### src/rtl/reg_dump_pkg.sv
// Shared types for the register file dump unit: state encoding and defaults.
// DUMP_CHECKSUM_EN adds the CHECK state used for the trailing checksum beat.
package reg_dump_pkg;

  localparam int REG_COUNT_DEF = 32;
  localparam int ADDR_W = 5;

`ifdef DUMP_CHECKSUM_EN
  typedef enum logic [2:0] {
    IDLE,
    LOAD,
    SEND,
    DONE,
    CHECK
  } state_t;
`else
  typedef enum logic [1:0] {
    IDLE,
    LOAD,
    SEND,
    DONE
  } state_t;
`endif

endpackage

### src/rtl/reg_dump_xor_accum.sv
// XOR accumulator folding each captured register word into a running checksum.
// Ports: clk, reset (sync, high), clear, en, din[N], acc[N].
module reg_dump_xor_accum #(
  parameter int N = 32
) (
  input  logic         clk,
  input  logic         reset,
  input  logic         clear,
  input  logic         en,
  input  logic [N-1:0] din,
  output logic [N-1:0] acc
);

  always_ff @(posedge clk) begin
    if (reset || clear) begin
      acc <= '0;
    end else if (en) begin
      acc <= acc ^ din;
    end
  end

endmodule

### src/rtl/reg_file_dump_unit.sv
// Streams registers 0..REG_COUNT-1 from one register file read port as
// valid/ready beats. Ports: clk, reset, start_i, Read_Register_o,
// Read_Data_i, dump_valid_o/ready_i/data_o/index_o/last_o, busy_o, done_o.
// DUMP_CHECKSUM_EN appends an XOR checksum beat (index 0, last=1).
module reg_file_dump_unit
  import reg_dump_pkg::*;
#(
  parameter int N         = 32,
  parameter int REG_COUNT = REG_COUNT_DEF
) (
  input  logic         clk,
  input  logic         reset,
  input  logic         start_i,
  output logic [4:0]   Read_Register_o,
  input  logic [N-1:0] Read_Data_i,
  output logic         dump_valid_o,
  input  logic         dump_ready_i,
  output logic [N-1:0] dump_data_o,
  output logic [4:0]   dump_index_o,
  output logic         dump_last_o,
  output logic         busy_o,
  output logic         done_o
);

  localparam logic [ADDR_W-1:0] LAST_A = ADDR_W'(REG_COUNT - 1);

  state_t            state;
  logic [ADDR_W-1:0] addr;
  logic              hs;

  assign hs = dump_valid_o & dump_ready_i;

  // The read port address is the counter itself; it is only consumed in LOAD.
  assign Read_Register_o = addr;

`ifdef DUMP_CHECKSUM_EN
  logic [N-1:0] acc;
  logic         acc_clr;
  logic         acc_en;

  assign acc_clr = (state == IDLE) && start_i;
  assign acc_en  = (state == LOAD);

  reg_dump_xor_accum #(
    .N(N)
  ) u_accum (
    .clk  (clk),
    .reset(reset),
    .clear(acc_clr),
    .en   (acc_en),
    .din  (Read_Data_i),
    .acc  (acc)
  );
`endif

  always_ff @(posedge clk) begin
    if (reset) begin
      state        <= IDLE;
      addr         <= '0;
      dump_valid_o <= 1'b0;
      dump_data_o  <= '0;
      dump_index_o <= '0;
      dump_last_o  <= 1'b0;
      busy_o       <= 1'b0;
      done_o       <= 1'b0;
    end else begin
      done_o <= 1'b0;
      unique case (state)
        IDLE: begin
          if (start_i) begin
            addr   <= '0;
            busy_o <= 1'b1;
            state  <= LOAD;
          end
        end
        LOAD: begin
          dump_data_o  <= Read_Data_i;
          dump_index_o <= addr;
          dump_valid_o <= 1'b1;
`ifdef DUMP_CHECKSUM_EN
          dump_last_o  <= 1'b0;
`else
          dump_last_o  <= (addr == LAST_A);
`endif
          state        <= SEND;
        end
        SEND: begin
          if (hs) begin
            dump_valid_o <= 1'b0;
            dump_last_o  <= 1'b0;
            if (addr < LAST_A) begin
              addr  <= addr + 1'b1;
              state <= LOAD;
            end else begin
`ifdef DUMP_CHECKSUM_EN
              // Checksum beat follows immediately, no LOAD gap.
              dump_valid_o <= 1'b1;
              dump_data_o  <= acc;
              dump_index_o <= '0;
              dump_last_o  <= 1'b1;
              state        <= CHECK;
`else
              done_o <= 1'b1;
              state  <= DONE;
`endif
            end
          end
        end
`ifdef DUMP_CHECKSUM_EN
        CHECK: begin
          if (hs) begin
            dump_valid_o <= 1'b0;
            dump_last_o  <= 1'b0;
            done_o       <= 1'b1;
            state        <= DONE;
          end
        end
`endif
        DONE: begin
          busy_o <= 1'b0;
          state  <= IDLE;
        end
        default: state <= IDLE;
      endcase
    end
  end

endmodule

### config.mk
export PLATFORM = sky130hd
export DESIGN_NAME = reg_file_dump_unit
export DESIGN_NICKNAME = d
export VERILOG_FILES = /design/src/rtl/reg_dump_pkg.sv /design/src/rtl/reg_dump_xor_accum.sv /design/src/rtl/reg_file_dump_unit.sv
export SDC_FILE = /design/constraint.sdc
export NUM_CORES = 1
export LEC_CHECK = 0
export CORE_MARGIN = 8
export CORE_UTILIZATION = 35
export CTS_CLUSTER_SIZE = 14
export DETAILED_ROUTE_END_ITERATION = 6
export GPL_TIMING_DRIVEN = 1
export PLACE_DENSITY_LB_ADDON = 0.1
export SLEW_MARGIN = 10
export SYNTH_ARGS = -nofsm -noshare
export SYNTH_HDL_FRONTEND = slang
export SYNTH_SLANG_ARGS = --single-unit
### constraint.sdc
create_clock -name clk -period 3.5 [get_ports clk]
set_input_delay 0.525 -clock clk [delete_from_list [all_inputs] [get_ports clk]]
set_output_delay 0.525 -clock clk [all_outputs]
set_load 0.005 [all_outputs]
==> results.py <==
metrics = {
    "status": {
        "status": "complete, no violations",
    },
    "place": {
        "dp_cells": 358,
        "place_area_mm2": 0.00262,
        "portBuffers": 81,
        "gp_congestion": 0.780,
        "dp_hpwl_mm": 3.46,
    },
    "setup_path": {
        "rrSetupSlack_ns": 1.67,
        "crit_path_max_fanout": 8,
        "path_depth": 1,
        "path_delay_family": "buffers and inverters",
        "arrival_ns": 1.35,
        "end_kind": "output port",
        "r2r-start": "state[0]",
        "cp_num_buf_inv": 1,
        "crit_path_cell_trace": "clkdlybuf4s50_1",
        "critPathMaxStageDelay_ns": 0.57,
        "worst-setup-path-type": "reg2out",
        "reg2regPathDepth": 4,
        "crit_slowest_cell": "clkdlybuf4s50_1",
        "setup.worst_path.start_class": "register",
        "startpoint": "Read_Register_o[3]",
        "cp.required_ns": 2.97,
        "r2r_end": "dump_index_o[4]",
        "crit_path_end": "Read_Register_o[3]",
    },
    "final_layout": {
        "final_cells": 366,
        "nets": 333,
        "fin_area_mm2": 0.00274,
        "area_growth_pct": 55.2,
        "antennaDiodeCount": 0,
        "drive_gt1_share_pct": 5.41,
        "layout_common_cells": "80 x nand2_1, 80 x clkdlybuf4s50_1, 48 x dfxtp_1",
    },
    "clock_network": {
        "post_cts_buffers": 0,
        "cts_tree": "built",
        "cts_buffers": 5,
        "post_cts_resized": 0,
        "postCtsHoldBufs": 0,
        "cts.path.max_buffers": 2,
        "cts.sinks": 48,
        "clk_latency_ns": 0.30,
        "clk_pin_slew_ns": 0.09,
        "htreeDepth": 2,
        "cts_root_buf": "clkbuf_8",
    },
    "global_route": {
        "grt_usage_pct": 12.8,
        "antenna_found_initial": 0,
        "grt.overflow.total": 0,
        "grt_max_degree": 31,
        "grt_pass1_vias": 1551,
        "grt_pass1_wl_mm": 7.71,
    },
    "yosys": {
        "syn_nets": 255,
        "yosys.area_share.simple_pct": 24.5,
        "netlist-cell-type-count": 26,
        "synthCells": 217,
        "synth_compound_area_share_pct": 15.4,
        "synth_top_family_by_area": "simple AND/OR/NAND/NOR gates",
        "synth_xor_area_share_pct": 0,
        "avgSynthCellArea_um2": 8.13,
        "yosys_warnings": 0,
        "yosysSeqAreaShare_pct": 54.5,
        "synthAdderAreaFrac_pct": 1.42,
        "synth_top_area_share_pct": 54.5,
        "syn_area_mm2": 0.00176,
        "ys_top_cells_by_area": "dfxtp_1 54%, nand2_1 17%, a21oi_1 12%",
        "yosys.area.top_type": "dfxtp_1",
        "ys_seq_elements": 48,
        "muxShareOfSynthArea_pct": 0,
    },
    "detailed_routing": {
        "routedWlPerCell_um": 13.5,
        "vias_per_cell": 4.60,
        "antenna_left": 0,
        "firstDrtPassIters": 4,
        "drtIter0Drc": 56,
        "vias": 1684,
        "routed_wl_mm": 4.95,
        "drc": 0,
    },
    "floorplan": {
        "die_y_um": 87.0,
        "ios": 82,
        "core_area_mm2": 0.00498,
        "die_x_um": 87.0,
        "dieArea_mm2": 0.00757,
        "rows": 26,
        "initial_core_util_pct": 35.4,
    },
    "hold_path": {
        "hold_path_class": "reg2reg",
        "holdPathStages": 2,
    },
    "power_and_ir_drop": {
        "power.density_mw_per_mm2": 423,
        "p_leak_uw": 0.000992,
        "power.total_uw": 1160,
        "ir_drop_v": 0.000285,
    },
    "job": {
        "cap_violations": 0,
    },
    "sta": {
        "tightest_slew_ns": 0.975,
        "setup_tns_ns": 0,
        "fmax_mhz": 532,
        "setup_viol": 0,
        "rsz0062_at_grt": "false",
        "period_minus_slack_ns": 1.88,
        "maxSlewViolCount": 0,
        "fin_crit_sh_pct": 53.7,
        "max-slew-margin-rel_pct": 35.0,
        "finalHoldViolCount": 0,
        "fin_skew_ns": 0.00896,
    },
}
## area by class of cell
type                            instances  area, µm²
Clock inverter                          2       38.8
Clock buffer                            6       82.6
Tap cell                               70       87.6
Fill cell                             495       2240
Timing Repair Buffer                   84        828
Inverter                                3       11.3
Multi-Input combinational cell        153        729
Sequential cell                        48        961
## routing by layer
metal	up-vias	wire length (µm)	track usage, %
met5	-	0	0
met1	755	2260	15.4
li1	872	-	-
met4	0	65	4.69
met2	51	2280	20.5
met3	6	341	4.62
## worst min path at each step
| stage | from | endpoint | slack, ns |
|---|---|---|---|
| after global placement | dump_data_o[16] | dump_data_o[16] | 0.44 |
| after floorplan | dump_data_o[0] | dump_data_o[0] | 0.45 |
| after global routing | dump_data_o[12] | dump_data_o[12] | 0.47 |
| final | dump_data_o[11] | dump_data_o[11] | 0.46 |
| after CTS | dump_data_o[5] | dump_data_o[5] | 0.46 |
| after detailed placement | dump_data_o[6] | dump_data_o[6] | 0.45 |
## per-stage QoR
step / utilization [%] / setup WS [ns] / hold slack, ns
finish: 55.0 / 1.62 / 0.456
global route: 55.0 / 1.38 / 0.470
CTS: 55.0 / 1.58 / 0.459
detailed placement: 52.6 / 1.55 / 0.446
global placement: 52.6 / 1.58 / 0.441
floorplan: - / 2.17 / 0.453
## logic make-up (layout without fill, tap and decap cells)
logic type	count (synthesis)	count (layout)
adder cells (fa/ha/maj)	2	2
flip-flops	48	48
AO/OA/AOI/OAI	50	50
AND/OR/NAND/NOR	101	101
buffers and inverters	16	95
## state kept, by name, indices dropped and copies added (netlist names)
register / cells
dump_valid_o: 1
busy_o: 1
Read_Register_o: 5
state: 2
dump_data_o: 32
dump_last_o: 1
dump_index_o: 5
done_o: 1
## synth_stat cells (all sizes together)
master   count
a31o         1
nand2       80
buf          6
a311o        1
o21ai        2
a2bb2oi      1
clkbuf       7
a31oi        2
and3         2
and2         1
and2b        1
nor2         3
a21oi       42
nand4b       1
dfxtp       48
a21o         1
nor3         3
nor3b        1
inv          3
ha           2
nor4         2
nand3        7
## power breakdown
group	switching, µW	total [µW]	internal (µW)
logic	64.5	154	89.6
clock network	187	421	234
registers	14.2	583	569
## worst register-to-register path, cell delays in order (launching register included)
cell and delay, ns:
dfxtp_1 0.45, and2b_1 0.81, buf_4 0.32, nand2_1 0.07
a21oi_1 0.12
(Power assumes the default switching activity.)
